===== config.mk =====
export PLATFORM = sky130hd
export DESIGN_NAME = lbist_sig_check
export DESIGN_NICKNAME = d
export VERILOG_FILES = /design/src/rtl/lbist_sig_check.sv
export SDC_FILE = /design/constraint.sdc
export NUM_CORES = 1
export LEC_CHECK = 0
export CAP_MARGIN = 25
export CORE_MARGIN = 10
export CORE_UTILIZATION = 40
export DETAILED_ROUTE_END_ITERATION = 8
export PLACE_DENSITY = 0.76
export SYNTH_ARGS = -nofsm -noshare
export SYNTH_HDL_FRONTEND = slang
export SYNTH_SLANG_ARGS = --single-unit

===== constraint.sdc =====
create_clock -name clk -period 4 [get_ports clk]
set_clock_uncertainty 0.2 [all_clocks]
set_input_delay 1.2 -clock clk [delete_from_list [all_inputs] [get_ports clk]]
set_output_delay 1.2 -clock clk [all_outputs]
set_load 0.05 [all_outputs]

===== src/rtl/lbist_sig_check.sv =====
// LBIST signature checker: sequences the MISR window, captures and compares.
// Optional debug ports (sig_dbg, seg_mismatch) under LBIST_SIG_DEBUG_EN.
module lbist_sig_check #(
  parameter int unsigned  N                  = 240,
  parameter int unsigned  N_PATTERNS         = 1024,
  parameter logic [N-1:0] EXPECTED_SIGNATURE = '0,
  parameter int unsigned  SETTLE_CYCLES      = 2
) (
  input  logic         clk,
  input  logic         rst_n,
  input  logic         start,
  input  logic [N-1:0] misr_dout,
  output logic         misr_en,
  output logic         busy,
  output logic         done,
  output logic         pass,
  output logic         fail
`ifdef LBIST_SIG_DEBUG_EN
  ,
  output logic [N-1:0]    sig_dbg,
  output logic [N/24-1:0] seg_mismatch
`endif
);

  localparam int unsigned CW =
    (N_PATTERNS > 1) ? $clog2(N_PATTERNS) : 1;
  localparam int unsigned NSEG = N / 24;

  typedef enum logic [2:0] {
    IDLE,
    RUN,
    SETTLE,
    CAPTURE,
    COMPARE,
    DONE
  } state_e;

  state_e         state_q, state_d;
  logic [CW-1:0]  pcnt_q, pcnt_d;
  logic [3:0]     scnt_q, scnt_d;
  logic [N-1:0]   sig_q, sig_d;
  logic           misr_en_q, misr_en_d;
  logic           busy_q, busy_d;
  logic           done_q, done_d;
  logic           pass_q, pass_d;
  logic           fail_q, fail_d;
  logic [NSEG-1:0] seg_eq;
  logic           sig_eq;
  logic           accept;

  // Wide compare split into 24-bit slices to keep the reduction shallow
  for (genvar g = 0; g < NSEG; g++) begin : g_seg
    assign seg_eq[g] =
      sig_q[24*g +: 24] == EXPECTED_SIGNATURE[24*g +: 24];
  end

  assign sig_eq = &seg_eq;
  assign accept = start &&
    ((state_q == IDLE) || (state_q == DONE));

  always_ff @(posedge clk or negedge rst_n) begin
    if (!rst_n) begin
      state_q   <= IDLE;
      pcnt_q    <= '0;
      scnt_q    <= '0;
      sig_q     <= '0;
      misr_en_q <= 1'b0;
      busy_q    <= 1'b0;
      done_q    <= 1'b0;
      pass_q    <= 1'b0;
      fail_q    <= 1'b0;
    end else begin
      state_q   <= state_d;
      pcnt_q    <= pcnt_d;
      scnt_q    <= scnt_d;
      sig_q     <= sig_d;
      misr_en_q <= misr_en_d;
      busy_q    <= busy_d;
      done_q    <= done_d;
      pass_q    <= pass_d;
      fail_q    <= fail_d;
    end
  end

  always_comb begin
    state_d = state_q;
    pcnt_d  = pcnt_q;
    scnt_d  = scnt_q;
    sig_d   = sig_q;
    unique case (state_q)
      IDLE, DONE: begin
        if (accept) begin
          state_d = RUN;
          pcnt_d  = CW'(N_PATTERNS - 1);
          sig_d   = '0;
        end
      end
      RUN: begin
        if (pcnt_q == '0) begin
          state_d = SETTLE;
          scnt_d  = 4'(SETTLE_CYCLES - 1);
        end else begin
          pcnt_d = pcnt_q - 1'b1;
        end
      end
      SETTLE: begin
        if (scnt_q == '0) begin
          state_d = CAPTURE;
        end else begin
          scnt_d = scnt_q - 1'b1;
        end
      end
      CAPTURE: begin
        sig_d   = misr_dout;
        state_d = COMPARE;
      end
      COMPARE: begin
        state_d = DONE;
      end
      default: begin
        state_d = IDLE;
      end
    endcase
  end

  // Outputs are decoded from the next state so they land in flops
  always_comb begin
    misr_en_d = (state_d == RUN);
    busy_d    = (state_d == RUN) || (state_d == SETTLE) ||
                (state_d == CAPTURE) || (state_d == COMPARE);
    done_d    = (state_d == DONE);
    pass_d    = 1'b0;
    if (state_q == COMPARE) begin
      pass_d = sig_eq;
    end else if (state_d == DONE) begin
      pass_d = pass_q;
    end
    fail_d = done_d && !pass_d;
  end

  assign misr_en = misr_en_q;
  assign busy    = busy_q;
  assign done    = done_q;
  assign pass    = pass_q;
  assign fail    = fail_q;

`ifdef LBIST_SIG_DEBUG_EN
  logic [NSEG-1:0] segm_q;

  always_ff @(posedge clk or negedge rst_n) begin
    if (!rst_n) begin
      segm_q <= '0;
    end else if (accept) begin
      segm_q <= '0;
    end else if (state_q == COMPARE) begin
      segm_q <= ~seg_eq;
    end
  end

  assign sig_dbg      = sig_q;
  assign seg_mismatch = segm_q;
`endif

endmodule

# Word level (Yosys, flattened, before mapping)
# Index checks and enable logic that the tools add are counted.
[word_totals] register_bits=262 in_bits=243 output_inout_bits=5 elab_cells=67
[op_classes] addsub=2 eq_ne=14 mux=14 n_reduce_logical=28
[ops] cell="one-hot mux 240 bit (2 select lines)" count=1
[ops] cell="zero test 24 bit" count=10
[ops] cell="2-to-1 mux 240 bit" count=1
[ops] cell="2-to-1 mux 10 bit" count=2
[ops] cell="one-hot mux 10 bit (2 select lines)" count=1
[ops] cell="one-hot mux 3 bit (5 select lines)" count=1
[ops] cell="equality test 3 x 2 -> 1 bit, second input constant" count=4
[ops] cell="equality test 3 bit, second input constant" count=4
[ops] cell="zero test 10 bit" count=1
[ops] cell="AND reduction 10 bit" count=1
[ops] cell="subtractor 10 x 1 -> 10 bit, second input constant" count=1
[ops] cell="2-to-1 mux 3 bit" count=3
[ops] cell="2-to-1 mux 4 bit" count=2
[ops] cell="inequality test 2 bit, second input constant" count=4
[ops] cell="one-hot mux 4 bit (2 select lines)" count=1
[ops] cell="equality test 3 x 1 -> 1 bit, second input constant" count=2
[ops] cell="AND reduction 3 bit" count=2
[ops] cell="nonzero test 2 bit" count=3
[ops] cell="zero test 4 bit" count=1
[ops] cell="logical OR 1 bit" count=4
[ops] cell="subtractor 4 x 1 -> 4 bit, second input constant" count=1
[ops] cell="zero test 3 bit" count=1
[ops] cell="logical AND 1 bit" count=2
[ops] cell="2-to-1 mux 1 bit" count=2
[ops] cell="other kinds (3)" count=3

# Depth between registers and ports, before layout
[logic_depth] depth_word=10 depth_mapped=8 ltp_nobuf=7

# Worst setup path after synthesis
# Ideal clock, no wire load.
[synth_timing] path_kind="input to register" startpoint="in start" endpoint="reg pcnt_q[7]" setup_ns=0.124 arrival_time_ns=2.081 required_time_ns=3.676 setup_slack_ns=1.595 cell_stages=6 path_buffers=1 cell_sequence="nand2b_1 nor2_1 or3_1 buf_6 a211oi_1 nor2_1"
[synth_via] elab_chain_cells=3
[synth_lines] element="from (decl)" line_no="11" source="input logic start,"
[synth_lines] element="logical AND 1 bit" line_no="58" source="assign accept = start &&"
[synth_lines] element="inequality test 2 bit (no source line)"
[synth_lines] element="AND reduction 3 bit (no source line)"
[synth_lines] element="to (signal assigned)" line_no="74" source="pcnt_q <= pcnt_d;"
[synth_lines] element="to (decl)" line_no="39" source="logic [CW-1:0] pcnt_q, pcnt_d;"
# No other way between the ends.
# A chain may end at the register's enable or synchronous reset.

# Final worst setup path
[layout_timing] startpoint="reg pass_q (netlist: pass)" endpoint="out pass"
[layout_rtl] element="from (decl)" line_no="45" source="logic pass_q, pass_d;"
[layout_rtl] element="from (signal assigned)" line_no="80" source="pass_q <= pass_d;"
[layout_rtl] element="to (decl)" line_no="16" source="output logic pass,"
# No word-level cell between the ends.

==> impl_metrics.ini <==
[timing]
relSlewSlack_pct = 52.8
rsz0062_at_grt = no
timing.final.crit_share_pct = 77.8
tns_ns = 0
setup_viol = 0
tightestPinTransition_ns = 0.708
holdWs_ns = 0.295
slew_violations = 0
min_period_ns = 3.11
timing.fmax_mhz = 321
hold_violations = 0

[power]
clock_power_share_pct = 45.3
swShare_pct = 21.5
p_per_area_nw_per_um2 = 393
power.net_switching_w = 0.00125
combPwrFrac_pct = 7.2
peakVddDrop_mv = 0.255
p_seq_share_pct = 47.5
p_leak_nw = 7.61
intPower_w = 0.00455

[grt]
grt_max_degree = 121
track_usage_pct = 17.4
overflow = 0
grt_pass1_vias = 9727
grt_pass1_wl_um = 49600
antenna_found_initial = 4

[cts]
hold_buffers = 0
clk_pin_slew_ns = 0.06
cts_tree = yes
clockRootBuffer = clkbuf_16
cts_sinks = 262
clockBufferDepth = 3
cts_buffers = 28
htreeDepth = 1
post_cts_buffers = 0
ctsResizeCount = 0
clk_latency_ns = 0.54

[layout]
layout-drive-gt1-share_pct = 4.69
final_core_util_pct = 54.6
area_growth_pct = 33.6
nNetsFinal = 1698

[route]
num_vias = 9539
drt_iter0_drc = 676
drt_wl_total_um = 30900
drc = 0
first_pass_iters = 5
wl_per_cell_um = 17.0
vias_per_cell = 5.26
ant_nets = 0

[synthesis]
syn-num-nets = 1492
async_flop_share_pct = 100
syn-instance-count = 1246
yosysTopAreaCell = dfrtp_1
ys_top_cells_by_area = dfrtp_1 (59%), nand2_1 (17%), nand3_1 (11%)
synth_top_cell_area_share_pct = 59.4
ys_seq_area_share_pct = 59.4
avgSynthCellArea_um2 = 8.86
synth-edff-count = 0
synth_area_um2 = 11000
yosys.cell_types.count = 41
synthFlopType = dfrtp_1
ys_ff_latch = 262
yosysWarnings = 0

[floorplan]
pin_count = 248
die_area_um2 = 34700
core_um2 = 27000
fp.dieH_um = 186
row_count = 60
initial_utilization_pct = 40.9
die_w_um = 186

[worst_setup_path]
cp_slowest_cell = clkdlybuf4s50_1
worstPathArrival_ns = 1.71
cp.required_ns = 2.60
crit_path_end_kind = primary output
cp_max_fo = 3
worstSetupStartpointType = flop
critPathTopFamily = buffers and inverters
critPathKind = reg -> out
path_cells = clkdlybuf4s50_1
max_stage_delay_ns = 0.83
worst-path-buf-inv = 1

[status]
status = finished, final reports clean

[min_path]
hold_class = reg -> reg

[placement]
dp_hpwl_um = 21700
gp_congestion = 0.822
io_buffers = 247

[job]
drv_cap = 0
## sequential cells by signal, summed over array words and instances, names as in the netlist
signal	cells
sig_q	240
pcnt_q	10
scnt_q	4
state_q	3
busy	1
done	1
fail	1
misr_en	1
pass	1
## power by group through the flow
| stage | sequential [W] | combinational (W) | clock [W] |
|---|---|---|---|
| final | 0.00276 | 0.000415 | 0.00263 |
| after global routing | 0.00276 | 0.000456 | 0.00279 |
| after CTS | 0.00276 | 0.000422 | 0.00268 |
| after detailed placement | 0.00280 | 0.000418 | 0 |
| after global placement | 0.00280 | 0.000415 | 0 |
| after floorplan | 0.00279 | 0.0000905 | 0 |
## worst paths after layout
check | from | endpoint | slack (ns) | depth (start not counted)
max | pass | pass | 0.89 | 1
min | sig_q[118] | sig_q[118] | 0.30 | 2
max reg2reg | state_q[1] | sig_q[27] | 1.49 | 5
min reg2reg | sig_q[118] | sig_q[118] | 0.30 | 2
max in group asynchronous | rst_n | sig_q[22] | 2.26 | 2
min in group asynchronous | rst_n | sig_q[74] | 0.39 | 1
## synth_stat cells, types with 3 or more instances
library cell and number:
buf_2 33, ha_1 3, clkbuf_1 41, nand2b_1 7, a21oi_1 5, o21ai_0 3
and3_1 3, xor2_1 4, nor2b_1 6, nor4_1 66, nand3_1 243, inv_1 5
dfrtp_1 262, nand2_1 490, nand4_1 16, nor3_1 6, buf_1 10, or3_1 4
nor2_1 12
## routing by layer
| layer | vias up | track usage [%] | wire (µm) |
|---|---|---|---|
| met3 | 64 | 6.03 | 2880 |
| met1 | 4564 | 22.5 | 13100 |
| met5 | - | 0 | 53 |
| met4 | 8 | 4.58 | 746 |
| li1 | 4585 | - | - |
| met2 | 318 | 27.5 | 14100 |
## cell usage in the layout, fill, tap and decap left out, types with 7 or more instances in the layout
cell type and n:
nor4_1 66, buf_12 8, clkbuf_8 8, clkbuf_16 29, clkdlybuf4s50_1 246, nand2b_1 7, dfrtp_1 262, nand2_1 489
nand3_1 243, nor2_1 12, nand4_1 16
## layout make-up
type / instances / area (µm²)
clock inverter: 7 / 91.3
clock buffer: 43 / 858
antenna: 1 / 2.50
tap: 341 / 427
inverter: 5 / 18.8
fill: 2383 / 12300
multi-input combinational: 894 / 4120
timing repair buffer: 261 / 2680
sequential: 262 / 6560
## kinds of logic (layout without fill, tap and decap cells)
logic type / after synthesis / in the layout / synth area share, %
AO/OA/AOI/OAI: 21 / 21 / 1.22
XOR/XNOR: 5 / 5 / 0.396
adder cells (fa/ha/maj): 3 / 3 / 0.340
buffers and inverters: 90 / 316 / 3.50
flip-flops: 262 / 262 / 59.4
multiplexers: 1 / 1 / 0.0906
other: 0 / 1 / 0
AND/OR/NAND/NOR: 864 / 864 / 35.1
## stage by stage
step / instance area [µm²] / power [W] / setup WS [ns] / instances
after floorplan: 11000 / 0.00288 / 1.59 / 1246
after global placement: 13800 / 0.00321 / 0.856 / 1763
after global routing: 14700 / 0.00601 / 0.840 / 1813
after detailed placement: 13800 / 0.00322 / 0.777 / 1763
after CTS: 14700 / 0.00586 / 0.860 / 1813
final: 14800 / 0.00580 / 0.887 / 1814
Note: power is estimated with default switching activity, not from simulation.
